===== src/rtl/aes_round_ctrl.sv =====
// AES round sequencer: accepts a key-size/direction command, steps round 0..Nr, then holds the result until consumed.
// Optional build macro AES_CTRL_STALL_EN adds a round_en input that gates round advancement in RUN.
module aes_round_ctrl #(
    parameter int RW     = 4,
    parameter int NR_128 = 10,
    parameter int NR_192 = 12,
    parameter int NR_256 = 14
) (
    input  logic          clk,
    input  logic          reset,
    input  logic          start_valid,
    output logic          start_ready,
    input  logic [1:0]    mode,
    input  logic          enc_dec,
    input  logic          abort,
`ifdef AES_CTRL_STALL_EN
    input  logic          round_en,
`endif
    output logic [RW-1:0] round,
    output logic [RW-1:0] key_idx,
    output logic          first_round,
    output logic          last_round,
    output logic          busy,
    output logic [1:0]    mode_reg,
    output logic          enc_dec_reg,
    output logic          out_valid,
    input  logic          out_ready,
    output logic          err
);

    localparam logic [1:0] S_IDLE = 2'b00;
    localparam logic [1:0] S_RUN  = 2'b01;
    localparam logic [1:0] S_HOLD = 2'b10;

    generate
        if ((2 ** RW) <= NR_256) begin : g_rw_check
            $error("aes_round_ctrl: RW too narrow for NR_256");
        end
    endgenerate

    logic [1:0]    state_q, state_d;
    logic [RW-1:0] round_q, round_d;
    logic [RW-1:0] nr_q, nr_d;
    logic [1:0]    mode_q, mode_d;
    logic          enc_dec_q, enc_dec_d;
    logic          err_q, err_d;
    logic          step_s;

`ifdef AES_CTRL_STALL_EN
    assign step_s = round_en;
`else
    assign step_s = 1'b1;
`endif

    // Next-state logic; abort overrides every other event.
    always_comb begin
        state_d   = state_q;
        round_d   = round_q;
        nr_d      = nr_q;
        mode_d    = mode_q;
        enc_dec_d = enc_dec_q;
        err_d     = 1'b0;
        if (abort) begin
            state_d = S_IDLE;
            round_d = {RW{1'b0}};
        end else begin
            case (state_q)
                S_IDLE: begin
                    if (start_valid) begin
                        if (mode == 2'b11) begin
                            err_d = 1'b1;
                        end else begin
                            mode_d    = mode;
                            enc_dec_d = enc_dec;
                            round_d   = {RW{1'b0}};
                            state_d   = S_RUN;
                            case (mode)
                                2'b00:   nr_d = RW'(NR_128);
                                2'b01:   nr_d = RW'(NR_192);
                                default: nr_d = RW'(NR_256);
                            endcase
                        end
                    end else begin
                        state_d = S_IDLE;
                    end
                end
                S_RUN: begin
                    if (step_s) begin
                        if (round_q == nr_q) begin
                            state_d = S_HOLD;
                        end else begin
                            round_d = round_q + {{(RW-1){1'b0}}, 1'b1};
                        end
                    end else begin
                        round_d = round_q;
                    end
                end
                S_HOLD: begin
                    if (out_ready) begin
                        state_d = S_IDLE;
                        round_d = {RW{1'b0}};
                    end else begin
                        state_d = S_HOLD;
                    end
                end
                default: begin
                    state_d = S_IDLE;
                    round_d = {RW{1'b0}};
                end
            endcase
        end
    end

    // State and latched command registers.
    always_ff @(posedge clk) begin
        if (reset) begin
            state_q   <= S_IDLE;
            round_q   <= {RW{1'b0}};
            nr_q      <= {RW{1'b0}};
            mode_q    <= 2'b00;
            enc_dec_q <= 1'b0;
            err_q     <= 1'b0;
        end else begin
            state_q   <= state_d;
            round_q   <= round_d;
            nr_q      <= nr_d;
            mode_q    <= mode_d;
            enc_dec_q <= enc_dec_d;
            err_q     <= err_d;
        end
    end

    // Decryption walks the key schedule backwards; IDLE presents index 0.
    assign key_idx     = (state_q == S_IDLE) ? {RW{1'b0}} :
                         (enc_dec_q ? round_q : (nr_q - round_q));
    assign start_ready = (state_q == S_IDLE) && !abort;
    assign round       = round_q;
    assign first_round = (state_q == S_RUN) && (round_q == {RW{1'b0}});
    assign last_round  = (state_q == S_RUN) && (round_q == nr_q);
    assign busy        = (state_q != S_IDLE);
    assign out_valid   = (state_q == S_HOLD);
    assign mode_reg    = mode_q;
    assign enc_dec_reg = enc_dec_q;
    assign err         = err_q;

endmodule


===== config.mk =====
export PLATFORM = sky130hd
export DESIGN_NAME = aes_round_ctrl
export DESIGN_NICKNAME = d
export VERILOG_FILES = /design/src/rtl/aes_round_ctrl.sv
export SDC_FILE = /design/constraint.sdc
export NUM_CORES = 1
export LEC_CHECK = 0
export BUFFER_PORTS_ARGS = -buffer_cell sky130_fd_sc_hd__buf_4
export CORE_MARGIN = 4
export CORE_UTILIZATION = 48
export CTS_CLUSTER_DIAMETER = 50
export CTS_CLUSTER_SIZE = 14
export DETAILED_ROUTE_END_ITERATION = 6
export GPL_TIMING_DRIVEN = 0
export PLACE_DENSITY = 0.73
export SLEW_MARGIN = 20
export SYNTH_ARGS = -nofsm -noshare
export SYNTH_HDL_FRONTEND = slang
export SYNTH_SLANG_ARGS = --single-unit

===== constraint.sdc =====
create_clock -name clk -period 2.2 [get_ports clk]
set_input_delay 0.22 -clock clk [delete_from_list [all_inputs] [get_ports clk]]
set_output_delay 0.22 -clock clk [all_outputs]
set_load 0.05 [all_outputs]

==> summary.md <==
| Metric | Value |
|---|---|
| Post-cts hold buffer count | 0 |
| Vias in the first global route | 729 |
| Final Max Tran Viols | 0 |
| Core outline area | between 1500 and 2000 um^2 |
| Global-route track usage on met2 | between 20% and 30% |
| M3 GR Usage | around 3.7% |
| Syn_nets | 110 |
| Vias | 770 |
| Commonest non-fill, non-tap cell in the layout | buf_4 |
| Core Util, Final | 70.2% |
| H-tree levels | 1 |
| Synth warn | 0 |
| Clock sinks | 13 |
| First-pass GRT wire length | about 3.1 mm |
| Max_slew headroom | roughly 73% |
| Max Cap Viol | 0 |
| GR Util met1 | between 20% and 30% |
| Achievable Freq | 480 MHz |
| Die H | 48.5 um |
| Worst Hold Class | input pin to register |
| Die span in x | 48.5 um |
| Total grt overflow | 0 |
| Max Root-Sink Buffers | 2 |
| CTS tree | done |
| Ports | 25 |
| Antenna violations before repair | 0 |
| Routed len/inst | about 13 um |
| Period utilisation layout | 94.8% |
| Hold path depth | 3 |
| # Post-CTS Setup Buffers | 0 |
| Number of fill cells in the layout | approximately 140 |
| Fin crit period | approximately 2.1 ns |
| Final wirelength | 1.83 mm |
| DRC | 0 |
| VDD IR max | 0.000339 V |
| Final Hold Viols | 0 |
| WP data required | between 1.5 and 2 ns |
| Multi-input logic area | approximately 540 um^2 |
| Fin Clk Skew | around 0.0026 ns |
| Antenna Nets Post-Route | 0 |
| TritonCTS Buffers | 3 |
| Final Cell Area | between 1000 and 1500 um^2 |
| Vias per inst | 5.54 |
| Seq. cell area | between 200 and 300 um^2 |
| Clk Latency, worst-skew pair | 0.28 ns |
| Most frequent cells in the layout | buf_4, nor2_1, dfxtp_1 |
| Ant. Diodes | 0 |
| CTS clk-pin slew, worst paths | ~0.080 ns |
| Die area | 2350 um^2 |
| Cell variety after synth | 33 |
| Initial Utilization | 51.7% |
| Startpoint Class | register |
| Arr. time, crit path | around 1.9 ns |
| CTS Root Cell | clkbuf_4 |
| Final Total Pwr | 0.536 mW |
| Port bufs | 23 |
| Area after DPL | 1010 um^2 |
| Maximum fanout along the worst path | 5 |
| Critical path capture point type | output pin |
| Worst Hold Slack | 0.187 ns |
| Status | finished clean |
| Total GRT Usage | 16.0% |
| DRT iter0 DRCs | 5 |
| Mean Syn Cell Area | 8.21 um^2 |
| Pwr Density | 501 nW/um^2 |
| WS Path Type | register to output pin |
| Most utilized layer in the global route result | met2 |
| Synth Cell Area | 788 um^2 |
| # rows | 14 |
| Placed Cells | 135 |
| Nets | 138 |
| DPL Wire Length | 1.44 mm |
| Seq/Total Area, Yosys | about 33% |
| Slew @ Worst Pin | 0.407 ns |
| Pin count of the biggest net entering global routing | 9 |
| Final estimated routing congestion in global placement | 0.824 |
| Area grow syn2layout | 35.7% |
| Layout cell share with drive strength beyond 1 | 34.1% |
| Pleak | 0.479 nW |
| Number of synthesized register bits | 13 |
| Largest register FFs | 4 |
| Post-synthesis cell count | 96 |
| Non-filler cells, final | 139 |
| Reg2Reg Depth | 7 |
| Drt pass-1 iters | 4 |
| Number of setup violations in the final report | 0 |
## repair_timing
action	in CTS	in global routing
resized for setup	5	6
pin swaps	0	2
endpoints found under the setup margin	2	2
## path summary, 6_finish.rpt
| path | startpoint | slack (ns) | endpoint |
|---|---|---|---|
| hold / removal | enc_dec | 0.19 | enc_dec_reg |
| setup reg to reg | round[1] | 0.41 | round[3] |
| setup / recovery | round[2] | 0.11 | key_idx[3] |
| hold reg to reg | nr_q[1] | 0.51 | nr_q[1] |
## cell families (layout without fill, tap and decap cells)
| logic type | after synthesis | after routing | share of synthesized area [%] |
|---|---|---|---|
| flops | 13 | 13 | 33.0 |
| compound gates | 20 | 20 | 16.5 |
| mux | 3 | 3 | 3.81 |
| simple gates | 44 | 44 | 29.0 |
| xor+xnor | 2 | 2 | 2.22 |
| fa+ha+maj | 6 | 6 | 10.5 |
| buf+inv | 8 | 35 | 4.92 |
## cell usage after synthesis
master	count	share of area, %
inv_1	6	2.9
or4b_1	1	1.3
or2_2	1	0.79
nor2_2	1	0.79
nor2_1	16	7.6
o21a_1	2	1.9
a21oi_2	1	1.1
clkbuf_2	1	0.63
nor2b_1	4	3.2
a211oi_1	1	0.95
o211ai_1	1	0.95
nor3_1	4	2.5
mux2i_1	3	3.8
fa_1	1	2.5
a21oi_1	7	4.4
nand4_1	2	1.6
a21bo_1	1	1.3
nor4b_1	1	1.1
nand3b_1	1	0.95
and3_1	1	0.79
a22oi_1	1	0.95
dfxtp_1	13	33
buf_6	1	1.4
nand3_1	4	2.5
or4_4	1	1.4
o21ai_0	2	1.3
o31ai_1	3	2.9
ha_1	5	7.9
or2b_1	1	0.95
nand2_1	4	1.9
xor2_1	2	2.2
or2_0	2	1.6
o22ai_1	1	0.79
## area by class of cell
type | count | share of cell area (%)
sequential | 13 | 25.0
inverter | 6 | 2.11
tap | 16 | 1.87
clock buffer | 4 | 2.46
multi-input combinational | 75 | 50.2
buffer | 2 | 1.52
timing repair buffer | 23 | 16.8
## critical path, stage by stage, from the launching register on
cell and delay (ns):
dfxtp_4 0.38, inv_1 0.10, ha_4 0.30, nand3b_1 0.12, a211oi_2 0.30, o21ai_1 0.12, o31ai_2 0.07, buf_6 0.19
## per-layer routing
metal,vias to the layer above,wire length [um]
met1,355,851
met3,2,117
met4,0,12
met2,20,850
met5,-,0
li1,393,-
## power by group
group | switching (mW) | internal [mW]
clock | 0.0839 | 0.0704
combinational | 0.0812 | 0.0522
sequential | 0.00821 | 0.240
## per-stage QoR
step	setup WS (ns)	setup TNS, ns
final	0.115	0
after global routing	-0.0205	-0.0205
after CTS	0.0179	0
after detailed placement	0.124	0
after global placement	0.224	0
after floorplan	-0.316	-0.316
No activity file was read; power rests on OpenSTA's default activity.
